==> src/rtl/toggle_meter.sv <==
// -----------------------------------------------------------------------------
// toggle_meter
//
// Measures the interval, in clk_i cycles, between successive transitions of an
// asynchronous toggling input and flags whether that interval lies within a
// tolerance window around the expected interval. If no transition arrives for
// twice the expected interval while measuring, a timeout is flagged.
//
// Parameters
//   FREQUENCY  clk_i frequency in Hz
//   SECONDS    expected interval between sig_i transitions, in seconds
//   TOLERANCE  allowed deviation from the expected interval, in clk_i cycles
//
// Ports
//   clk_i      sole clock, rising edge
//   rst_i      synchronous active-high reset
//   sig_i      asynchronous signal under measurement
//   level_o    synchronized level of sig_i
//   period_o   last measured interval (clk_i cycles), W bits
//   valid_o    one-cycle pulse when period_o is updated
//   ok_o       last measured interval within EXP +/- TOLERANCE
//   timeout_o  no transition seen for TMO cycles while measuring
//   state_o    current FSM state (0 = IDLE, 1 = MEASURE, 2 = TIMEOUT), debug
//
// Handshake: valid_o is a single-cycle strobe with no ready; period_o and ok_o
// are stable from the valid_o cycle until the next valid_o, reset or timeout
// (a timeout clears ok_o but leaves period_o untouched).
// -----------------------------------------------------------------------------
module toggle_meter #(
  parameter int  FREQUENCY = 25000000,
  parameter int  SECONDS   = 1,
  parameter int  TOLERANCE = 16,
  localparam int EXP       = FREQUENCY * SECONDS,
  localparam int TMO       = 2 * EXP,
  localparam int W         = $clog2(TMO) + 1
) (
  input  logic         clk_i,
  input  logic         rst_i,
  input  logic         sig_i,
  output logic         level_o,
  output logic [W-1:0] period_o,
  output logic         valid_o,
  output logic         ok_o,
  output logic         timeout_o,
  output logic [1:0]   state_o
);

  typedef enum logic [1:0] {
    IDLE    = 2'd0,
    MEASURE = 2'd1,
    TIMEOUT = 2'd2
  } state_e;

  localparam logic [W-1:0] EXP_W = W'(EXP);
  localparam logic [W-1:0] TMO_W = W'(TMO);
  localparam logic [W-1:0] ONE_W = W'(1);

  // Synchronizer (s1, s2) plus one extra stage (s3) for edge detection.
  logic s1_q, s2_q, s3_q;

  state_e       state_q,   state_d;
  logic [W-1:0] cnt_q,     cnt_d;
  logic [W-1:0] period_q,  period_d;
  logic         valid_q,   valid_d;
  logic         ok_q,      ok_d;
  logic         timeout_q, timeout_d;

  logic         edge_det;
  logic [W-1:0] diff_w;
  logic         in_tol;

  // Either transition direction counts as an edge.
  assign edge_det = s2_q ^ s3_q;

  // Absolute distance from the expected interval, ordered so the subtraction
  // never underflows when cnt is below EXP.
  assign diff_w = (cnt_q >= EXP_W) ? (cnt_q - EXP_W) : (EXP_W - cnt_q);
  assign in_tol = ({{(32-W){1'b0}}, diff_w} <= $unsigned(TOLERANCE));

  always_comb begin
    state_d   = state_q;
    cnt_d     = cnt_q;
    period_d  = period_q;
    valid_d   = 1'b0;
    ok_d      = ok_q;
    timeout_d = timeout_q;
    case (state_q)
      IDLE: begin
        // First edge only starts the interval; nothing to report yet.
        if (edge_det) begin
          state_d = MEASURE;
          cnt_d   = ONE_W;
        end
      end
      MEASURE: begin
        // An edge takes priority over the timeout, even when cnt == TMO.
        if (edge_det) begin
          period_d = cnt_q;
          valid_d  = 1'b1;
          ok_d     = in_tol;
          cnt_d    = ONE_W;
        end else if (cnt_q < TMO_W) begin
          cnt_d = cnt_q + ONE_W;
        end else begin
          state_d   = TIMEOUT;
          timeout_d = 1'b1;
          ok_d      = 1'b0;
        end
      end
      TIMEOUT: begin
        // The interval that spanned the timeout is meaningless; restart
        // measuring without reporting it. ok stays low until a real result.
        if (edge_det) begin
          state_d   = MEASURE;
          cnt_d     = ONE_W;
          timeout_d = 1'b0;
        end
      end
      default: begin
        state_d = IDLE;
      end
    endcase
  end

  always_ff @(posedge clk_i) begin
    if (rst_i) begin
      s1_q      <= 1'b0;
      s2_q      <= 1'b0;
      s3_q      <= 1'b0;
      state_q   <= IDLE;
      cnt_q     <= '0;
      period_q  <= '0;
      valid_q   <= 1'b0;
      ok_q      <= 1'b0;
      timeout_q <= 1'b0;
    end else begin
      s1_q      <= sig_i;
      s2_q      <= s1_q;
      s3_q      <= s2_q;
      state_q   <= state_d;
      cnt_q     <= cnt_d;
      period_q  <= period_d;
      valid_q   <= valid_d;
      ok_q      <= ok_d;
      timeout_q <= timeout_d;
    end
  end

  assign level_o   = s2_q;
  assign period_o  = period_q;
  assign valid_o   = valid_q;
  assign ok_o      = ok_q;
  assign timeout_o = timeout_q;
  assign state_o   = state_q;

endmodule

==> config.mk <==
export PLATFORM = sky130hd
export DESIGN_NAME = toggle_meter
export DESIGN_NICKNAME = d
export VERILOG_FILES = /design/src/rtl/toggle_meter.sv
export SDC_FILE = /design/constraint.sdc
export NUM_CORES = 1
export LEC_CHECK = 0
export CAP_MARGIN = 10
export CORE_ASPECT_RATIO = 1.4
export CORE_MARGIN = 4
export CORE_UTILIZATION = 45
export DETAILED_ROUTE_END_ITERATION = 12
export PLACE_DENSITY = 0.76
export SLEW_MARGIN = 10
export SYNTH_ARGS = -nofsm -noshare
export SYNTH_HDL_FRONTEND = slang
export SYNTH_SLANG_ARGS = --single-unit
==> constraint.sdc <==
create_clock -name clk_i -period 5.25 [get_ports clk_i]
set_clock_uncertainty 0.2 [all_clocks]
set_input_delay 1.3125 -clock clk_i [delete_from_list [all_inputs] [get_ports clk_i]]
set_output_delay 1.3125 -clock clk_i [all_outputs]
set_load 0.02 [all_outputs]
==> metrics.cfg, run 1 <==
[outcome]
status = finished clean

[final_layout]
syn2layout_area_growth_pct = 16.1
fin_util_pct = 53.3
final_nets = 547
num_antenna_cells = 0
drive_gt1_share_pct = 6.64

[setup_path]
critPathLaunchType = register
end_kind = register
path_max_fanout = 11
ff2ff_setup_slack_ns = 1.87
crit_slowest_cell = dfxtp_1
criticalPathCategory = reg -> reg
cp.required_ns = 5.30
crit_path_cell_trace = clkinv_1 > ha_1 > a31oi_1 > o21ai_0 > nand2b_1 > a21oi_1 > or3_1 > a21oi_1 > o31ai_1 > o31ai_1
cp_data_arrival_time_ns = 3.43
worst_path_largest_cell_delay_ns = 0.60

[global_routing]
first_global_vias = 3786
overflow = 0
antenna_found_initial = 0
grt_pass1_wl_um = 19500
grt_max_degree = 40
groute.usage.overall_pct = 24.0

[sta]
tightest_slew_ns = 0.989
fmax_ghz = 0.296
finalCritPeriodShare_pct = 64.4
slew_headroom_pct = 33.9
setup_ws_ns = 1.87
rsz0062_at_grt = false
final_hold_viol_count = 0
period_minus_slack_ns = 3.38
drv_slew = 0
fin_tns_setup_ns = 0
setup_viol = 0

[clock_tree]
root_buffer = clkbuf_16
cts_hold_buffers = 0
cts_sinks = 62
cts_resized = 0
cts_setup_buffers = 0
cts_made_buffers = 9
path_clk_slew_ns = 0.06
clock_latency_ns = 0.34
clk_path_buf_depth = 2
cts_tree = done
cts_htree_levels = 3

[pwr]
switching_share_pct = 24.0
switchingPower_uw = 270
combPwrFrac_pct = 4.6
p_int_uw = 855
seqPwrFrac_pct = 42.4
p_clk_share_pct = 53.0
p_leak_uw = 0.00143
power_density_nw_per_um2 = 248
ir_worst_vdd_mv = 0.200

[synth]
synth_seq_cells = 62
synth-compound-area-share_pct = 21.7
synth_xor_area_share_pct = 6.73
synth_edf_count = 0
synth_ff_type = dfxtp_1
yosysWarnings = 0
syn_nets = 537
synth_top_family_by_area = simple AND/OR/NAND/NOR gates
synth_cell_types = 66
yosys.area.top_type_share_pct = 31.8
synthCells = 527
synth_commonest_cells = nand2_1, dfxtp_1, a21oi_1
synth_area_per_cell_um2 = 7.41
yosys.area_share.simple_pct = 31.4
yosysMostFrequentCell = nand2_1
synthAdderAreaFrac_pct = 2.24
synth_area_leader_cell = dfxtp_1
netlist_area_um2 = 3910
async_flop_share_pct = 0
synth_mux_area_share_pct = 0.512
synth.top_cells.by_area = dfxtp_1, nand2_1, a21oi_1
yosysSeqAreaShare_pct = 31.8

[routing]
routed_wl_um = 11900
vias_per_cell = 6.26
wl_per_cell_um = 18.5
drc = 0
ant_nets = 0
drtIter0Drc = 470
detailroute.via_count = 4052
drtPass1Iterations = 5

[floorplan]
ios = 36
die_x_um = 86.7
chipHeight_um = 118
std_cell_rows = 40
core_um2 = 8510
start_util_pct = 45.9
dieArea_um2 = 10300

[place]
gp_congestion = 1.00
dp_hpwl_um = 8490
dp_slack_ns = 1.75
port_buffers = 35

[job]
drv_cap = 0

[hold_path]
worstHoldPathType = reg -> reg

cell families after synthesis:
family          count (synthesis)
compound gates                130
xor+xnor                       30
simple gates                  244
flops                          62
mux                             2
fa+ha+maj                       7
buf+inv                        52
stage by stage:
| step | hold WS (ns) | instance area [um2] | total power [uW] | instances |
|---|---|---|---|---|
| after CTS | 0.254 | 4530 | 1130 | 647 |
| after global placement | 0.224 | 4240 | 537 | 631 |
| after detailed placement | 0.231 | 4240 | 538 | 631 |
| final | 0.253 | 4530 | 1130 | 647 |
| after global routing | 0.262 | 4530 | 1160 | 647 |
| after floorplan | 0.214 | 3910 | 523 | 527 |
critical path: cells and delay by family, from the launching register on:
| kind | cells | cell delay (ns) |
|---|---|---|
| flip-flops | 1 | 0.60 |
| buffers and inverters | 1 | 0.36 |
| adder cells (fa/ha/maj) | 1 | 0.29 |
| AND/OR/NAND/NOR | 2 | 0.51 |
| AO/OA/AOI/OAI | 6 | 1.33 |
flip-flops by register name, indices dropped and copies added (netlist names):
name and flops:
s1_q 1, level_o 1, valid_o 1, timeout_o 1
period_o 27, s3_q 1, ok_o 1, cnt_q 27
state_o 2
layout by cell type, fill, tap and decap left out, drive strengths merged, types with 2 or more instances in the layout:
cell type,instances
a2111oi,2
a21oi,57
nand2,88
and4,3
a221oi,5
nor2,46
o31a,3
or3,10
o211ai,5
o31ai,7
clkinv,4
o21ai,16
o311a,2
nor2b,5
mux2i,2
and2,7
clkbuf,10
a211oi,3
inv,12
nand3,17
clkdlybuf4s50,35
buf,4
o21bai,2
dfxtp,62
nand3b,3
a31oi,11
nor3,16
xor2,9
o22ai,2
nand4,14
xnor2,21
nand2b,6
a21o,5
ha,7
nor4,11
or4,6
and3,4
or2,2
a32oi,2
power by group through the flow:
stage                     Combinational, uW  Clock [uW]  Sequential [uW]
final                                  51.9         596              477
after CTS                              51.3         600              477
after global placement                 50.3           0              487
after floorplan                        36.4           0              487
after detailed placement               51.1           0              487
after global routing                   56.4         621              477
layout make-up:
class                      instances  area, um2
timing repair buffer              39        380
sequential                        62       1240
clock inverter                     6       61.3
fill                             818       3970
tap                              105        131
clock buffer                      10        229
inverter                          12       45.0
multi-input combinational        413       2450
layer usage:
| metal | track usage [%] | vias up | part of all wire [%] |
|---|---|---|---|
| met5 | 0 | - | 0 |
| met4 | 12.9 | 0 | 3.8 |
| met3 | 4.88 | 43 | 5.7 |
| met2 | 38.9 | 188 | 50 |
| met1 | 29.2 | 1920 | 41 |
| li1 | - | 1901 | - |
worst paths after layout:
path	start	end	cells past startpoint
worst min register to register	period_o[8]$_SDFFE_PP0P_	period_o[8]$_SDFFE_PP0P_	2
worst min-delay path	period_o[8]$_SDFFE_PP0P_	period_o[8]$_SDFFE_PP0P_	2
worst max-delay path	cnt_q[6]$_SDFFE_PP0P_	ok_o$_SDFFE_PP0P_	10
worst max register to register	cnt_q[6]$_SDFFE_PP0P_	ok_o$_SDFFE_PP0P_	10
No activity file was read; power rests on OpenSTA's default activity.
==> run 2: changes to the inputs <==
--- a/config.mk
+++ b/config.mk
@@ -10,7 +10,7 @@
 export CORE_MARGIN = 4
 export CORE_UTILIZATION = 45
 export DETAILED_ROUTE_END_ITERATION = 12
-export PLACE_DENSITY = 0.76
+export PLACE_DENSITY = 0.78
 export SLEW_MARGIN = 10
 export SYNTH_ARGS = -nofsm -noshare
 export SYNTH_HDL_FRONTEND = slang
==> constraint.sdc (replaced) <==
create_clock -name clk_i -period 2.72 [get_ports clk_i]
set_clock_uncertainty 0.2 [all_clocks]
set_input_delay 0.68 -clock clk_i [delete_from_list [all_inputs] [get_ports clk_i]]
set_output_delay 0.68 -clock clk_i [all_outputs]
set_load 0.02 [all_outputs]
==> metrics.cfg, run 2 (synthesis gave the netlist of run 1 again) <==
[global_routing]
overflow = 0  ; unchanged
grt_max_degree = 36  ; was 40
first_global_vias = 4271  ; was 3786
grt_pass1_wl_um = 22200  ; was 19500 um
antenna_found_initial = 0  ; unchanged
groute.usage.overall_pct = 27.8  ; was 24.0%

[pwr]
power_density_nw_per_um2 = 429  ; was 248 nW/um2
ir_worst_vdd_mv = 0.314  ; was 0.200 mV
p_leak_uw = 0.00191  ; was 0.00143 uW

[clock_tree]
clock_latency_ns = 0.34  ; about the same
cts_made_buffers = 9  ; unchanged
cts_sinks = 62  ; unchanged
clk_path_buf_depth = 2  ; unchanged
cts_hold_buffers = 0  ; unchanged
cts_htree_levels = 3  ; unchanged
path_clk_slew_ns = 0.06  ; about the same
root_buffer = clkbuf_16  ; unchanged
cts_tree = done  ; unchanged

[setup_path]
end_kind = register  ; unchanged
r2r_start = cnt_q[6]$_SDFFE_PP0P_  ; unchanged
critPathLaunchType = register  ; unchanged
cp-startpoint = cnt_q[6]$_SDFFE_PP0P_  ; unchanged
cp_data_arrival_time_ns = 2.81  ; was 3.43 ns
path_max_fanout = 6  ; was 11
cp.required_ns = 2.77  ; was 5.30 ns
criticalPathCategory = reg -> reg  ; unchanged

[sta]
final_hold_viol_count = 0  ; unchanged
slew_headroom_pct = 26.3  ; was 33.9%
drv_slew = 0  ; unchanged
tightest_slew_ns = 1.10  ; was 0.989 ns
setup_viol = 3  ; was 0
setup_ws_ns = -0.0355  ; was 1.87 ns
rsz0062_at_grt = true  ; was false
fmax_ghz = 0.363  ; was 0.296 GHz
finalCritPeriodShare_pct = 101  ; was 64.4%
period_minus_slack_ns = 2.76  ; was 3.38 ns

[hold_path]
worstHoldPathType = reg -> reg  ; unchanged
min-delay-start = period_o[12]$_SDFFE_PP0P_  ; was period_o[8]$_SDFFE_PP0P_

[floorplan]
start_util_pct = 45.9  ; unchanged
std_cell_rows = 40  ; unchanged
die_x_um = 86.7  ; unchanged
core_um2 = 8510  ; unchanged
dieArea_um2 = 10300  ; unchanged
ios = 36  ; unchanged
chipHeight_um = 118  ; unchanged

[final_layout]
syn2layout_area_growth_pct = 37.4  ; was 16.1%
fill_cells = 766  ; was 818
fin_cells = 732  ; was 647
design_area_um2 = 5370  ; was 4530 um2
regArea_um2 = 1250  ; was 1240 um2
final_cell_mix = nand2_1, buf_4, dfxtp_1  ; was nand2_1, dfxtp_1, a21oi_1
fin_util_pct = 63.1  ; was 53.3%
final_nets = 632  ; was 547
drive_gt1_share_pct = 24.2  ; was 6.64%
multi_input_area_um2 = 2590  ; was 2450 um2
num_antenna_cells = 0  ; unchanged

[routing]
drc = 0  ; unchanged
routed_wl_um = 14000  ; was 11900 um
vias_per_cell = 6.07  ; was 6.26
drtIter0Drc = 481  ; was 470
wl_per_cell_um = 19.2  ; was 18.5 um
detailroute.via_count = 4445  ; was 4052
ant_nets = 0  ; unchanged
drtPass1Iterations = 6  ; was 5

[place]
gp_congestion = 0.986  ; was 1.00
dp_hpwl_um = 10500  ; was 8490 um
dp.cells = 712  ; was 631
place_area_um2 = 4870  ; was 4240 um2
port_buffers = 35  ; unchanged

[outcome]
status = finished with violations  ; was finished clean
violations = setup timing

[job]
drv_cap = 0  ; unchanged

## run 2: cell count changes in the layout (fill, tap and decap cells not counted), moves of 3 or more
| cell | change |
|---|---|
| dfxtp_1 | -7 |
| nor4_1 | -5 |
| dfxtp_2 | +7 |
| buf_4 | +83 |
| nor4_2 | +3 |
## run 2: stage by stage
step	hold slack, ns	setup TNS (ns)	setup slack [ns]	total power, uW
floorplan	0.214	0	0.0496	1010
finish	0.251	-0.0409	-0.0355	2300
global route	0.273	-0.451	-0.118	2380
detailed placement	0.242	-0.338	-0.174	1060
global placement	0.240	-0.376	-0.125	1060
CTS	0.254	-0.109	-0.0334	2320
## run 2: worst paths after layout
check             slack, ns                        end  depth (start not counted)
hold / removal         0.25  period_o[12]$_SDFFE_PP0P_                          2
hold reg to reg        0.25  period_o[12]$_SDFFE_PP0P_                          2
setup reg to reg      -0.04          ok_o$_SDFFE_PP0P_                         11
setup / recovery      -0.04          ok_o$_SDFFE_PP0P_                         11
## run 2: area by class of cell
| class | count | share of cell area (%) |
|---|---|---|
| sequential | 62 | 23.3 |
| clock buffer | 9 | 4.20 |
| multi-input combinational | 413 | 48.3 |
| inverter | 12 | 0.839 |
| tap | 105 | 2.45 |
| clock inverter | 7 | 1.82 |
| timing repair buffer | 124 | 19.1 |
## run 2: critical path: stages (launching register included)
cell	delay, ns
dfxtp_1	0.41
clkinv_1	0.14
ha_1	0.24
a31oi_2	0.33
o21ai_0	0.22
nand2b_1	0.14
a21oi_1	0.08
or3_1	0.32
a21oi_1	0.16
o31ai_1	0.08
buf_4	0.13
o31ai_2	0.23
## run 2: power by group
group / leakage, uW / switching [uW] / internal [uW]
clock network: 0.000152 / 446 / 804
logic: 0.00125 / 84.5 / 47.3
registers: 0.000504 / 6.49 / 913
total: 0.00191 / 537 / 1760
## run 2: per-layer routing
metal	vias up	track usage [%]	part of all wire [%]
met5	-	0	0
met2	192	45.6	49
met3	52	5.65	6.3
li1	2082	-	-
met4	0	14.3	4.9
met1	2119	33.7	40
## run 2: timing repair
item,CTS,global route
setup endpoints to repair,6,14
gates resized for setup,12,23
pin swaps,10,10
buffers inserted,3,1
==> run 3: changes to the inputs <==
--- a/config.mk
+++ b/config.mk
@@ -10,7 +10,8 @@
 export CORE_MARGIN = 4
 export CORE_UTILIZATION = 45
 export DETAILED_ROUTE_END_ITERATION = 12
-export PLACE_DENSITY = 0.78
+export DONT_BUFFER_PORTS = 1
+export PLACE_DENSITY = 0.73
 export SLEW_MARGIN = 10
 export SYNTH_ARGS = -nofsm -noshare
 export SYNTH_HDL_FRONTEND = slang
==> metrics.cfg, run 3 (synthesis gave the netlist of run 1 again) <==
[setup_path]
ff2ff_path_depth = 8  ; was 11
critPathLaunchType = register  ; unchanged
end_kind = register  ; unchanged
cp.required_ns = 2.77  ; about the same
r2r_start = cnt_q[9]$_SDFFE_PP0P_  ; was cnt_q[6]$_SDFFE_PP0P_
r2r_end = ok_o$_SDFFE_PP0P_  ; unchanged
path_max_fanout = 7  ; was 6
ff2ff_setup_slack_ns = 0.004  ; was -0.04 ns
crit_path_end = ok_o$_SDFFE_PP0P_  ; unchanged
criticalPathCategory = reg -> reg  ; unchanged
cp-startpoint = cnt_q[9]$_SDFFE_PP0P_  ; was cnt_q[6]$_SDFFE_PP0P_
cp_data_arrival_time_ns = 2.77  ; was 2.81 ns

[routing]
wl_per_cell_um = 19.9  ; was 19.2 um
drtIter0Drc = 381  ; was 481
drc = 0  ; unchanged
ant_nets = 0  ; unchanged
routed_wl_um = 13900  ; was 14000 um
drtPass1Iterations = 5  ; was 6
vias_per_cell = 6.11  ; was 6.07
detailroute.via_count = 4272  ; was 4445

[sta]
setup_ws_ns = 0.00365  ; was -0.0355 ns
setup_viol = 0  ; was 3
slew_headroom_pct = 62.1  ; was 26.3%
period_minus_slack_ns = 2.72  ; was 2.76 ns
finalCritPeriodShare_pct = 99.9  ; was 101%
fmax_ghz = 0.368  ; was 0.363 GHz
drv_slew = 0  ; unchanged
rsz0062_at_grt = true  ; unchanged
final_hold_viol_count = 0  ; unchanged
tightest_slew_ns = 0.563  ; was 1.10 ns

[pwr]
ir_worst_vdd_mv = 0.593  ; was 0.314 mV
power_density_nw_per_um2 = 421  ; was 429 nW/um2
p_leak_uw = 0.00176  ; was 0.00191 uW

[floorplan]
die_x_um = 86.7  ; unchanged
core_um2 = 8510  ; unchanged
std_cell_rows = 40  ; unchanged
dieArea_um2 = 10300  ; unchanged
ios = 36  ; unchanged
chipHeight_um = 118  ; unchanged
start_util_pct = 45.9  ; unchanged

[final_layout]
syn2layout_area_growth_pct = 26.3  ; was 37.4%
drive_gt1_share_pct = 23.9  ; was 24.2%
final_nets = 600  ; was 632
fin_cells = 699  ; was 732
fill_cells = 799  ; was 766
layout.cells.most_common = buf_4
final_cell_mix = buf_4, nand2_1, dfxtp_1  ; was nand2_1, buf_4, dfxtp_1

[place]
port_buffers = 0  ; was 35
gp_congestion = 1.03  ; was 0.986
dp_hpwl_um = 10600  ; was 10500 um
dp_slack_ns = -0.101  ; was -0.174 ns
dp.cells = 679  ; was 712

[clock_tree]
cts_hold_buffers = 0  ; unchanged
cts_tree = done  ; unchanged
clk_path_buf_depth = 2  ; unchanged
path_clk_slew_ns = 0.06  ; about the same
cts_sinks = 62  ; unchanged
root_buffer = clkbuf_16  ; unchanged
cts_made_buffers = 9  ; unchanged
cts_htree_levels = 3  ; unchanged
clock_latency_ns = 0.33  ; was 0.34 ns

[outcome]
status = finished clean  ; was finished with violations

[global_routing]
grt_pass1_wl_um = 22000  ; was 22200 um
overflow = 0  ; unchanged
grt_max_degree = 40  ; was 36
antenna_found_initial = 0  ; unchanged
first_global_vias = 4208  ; was 4271
groute.usage.overall_pct = 27.8  ; about the same

[job]
drv_cap = 0  ; unchanged

[hold_path]
worstHoldPathType = in -> reg  ; was reg -> reg

## run 3: changes by cell type in the layout (fill, tap and decap cells not counted), moves of 4 or more
cell,previous run,this run
nor4_1,4,9
buf_4,87,91
nor4_2,4,0
clkdlybuf4s50_1,35,0
## run 3: metrics by stage
step	area, um2	hold slack [ns]	util (%)	power, uW	TNS, ns
after floorplan	3930	0.214	-	1010	0
after global placement	4550	0.231	53.5	1050	-0.0491
after detailed placement	4550	0.233	53.5	1050	-0.101
after CTS	4830	0.203	56.8	2090	0
after global routing	4930	0.202	58.0	2150	-0.131
final	4930	0.212	58.0	2080	0
## run 3: layer usage
layer	track usage (%)	wire (um)	up-vias
met2	45.9	6900	162
met4	15.3	773	0
met5	0	0	-
met3	5.86	797	50
li1	-	-	2005
met1	32.8	5450	2055
## run 3: final cells by class
cell class / count / area [um2] / share of cell area [%]
Antenna cell: 1 / 2.50 / 0.0507
Inverter: 12 / 47.5 / 0.963
Clock inverter: 4 / 25.0 / 0.507
Timing Repair Buffer: 92 / 703 / 14.2
Multi-Input combinational cell: 413 / 2530 / 51.3
Sequential cell: 62 / 1250 / 25.4
Tap cell: 105 / 131 / 2.66
Clock buffer: 10 / 239 / 4.84
## run 3: worst min path at each step
stage                     from                        end  slack [ns]  cells past startpoint
2_1_floorplan  s1_q$_SDFF_PP0_         level_o$_SDFF_PP0_        0.21                      1
3_3_place_gp   s1_q$_SDFF_PP0_         level_o$_SDFF_PP0_        0.23                      1
3_5_place_dp   s1_q$_SDFF_PP0_         level_o$_SDFF_PP0_        0.23                      1
4_1_cts                  rst_i  period_o[16]$_SDFFE_PP0P_        0.20                      1
5_1_grt                  rst_i   period_o[3]$_SDFFE_PP0P_        0.20                      1
6_report                 rst_i  period_o[24]$_SDFFE_PP0P_        0.21                      1
## run 3: critical path: stages, from the launching register on
cell	delay [ns]
dfxtp_1	0.38
buf_4	0.20
or3_1	0.38
o21ai_0	0.43
a32oi_1	0.20
o311a_1	0.35
a21oi_1	0.14
o211ai_1	0.12
o31ai_1	0.23
## run 3: power by group
| group | switching (uW) | internal [uW] |
|---|---|---|
| Clock | 417 | 627 |
| Sequential | 6.32 | 912 |
| Combinational | 75.3 | 41.2 |
## run 3: what timing repair did
action,4_1_cts,5_1_grt
hold endpoints to repair,0,0
resized for setup,4,22
pin swaps,0,10
buffers inserted,0,5
setup endpoints to repair,1,2
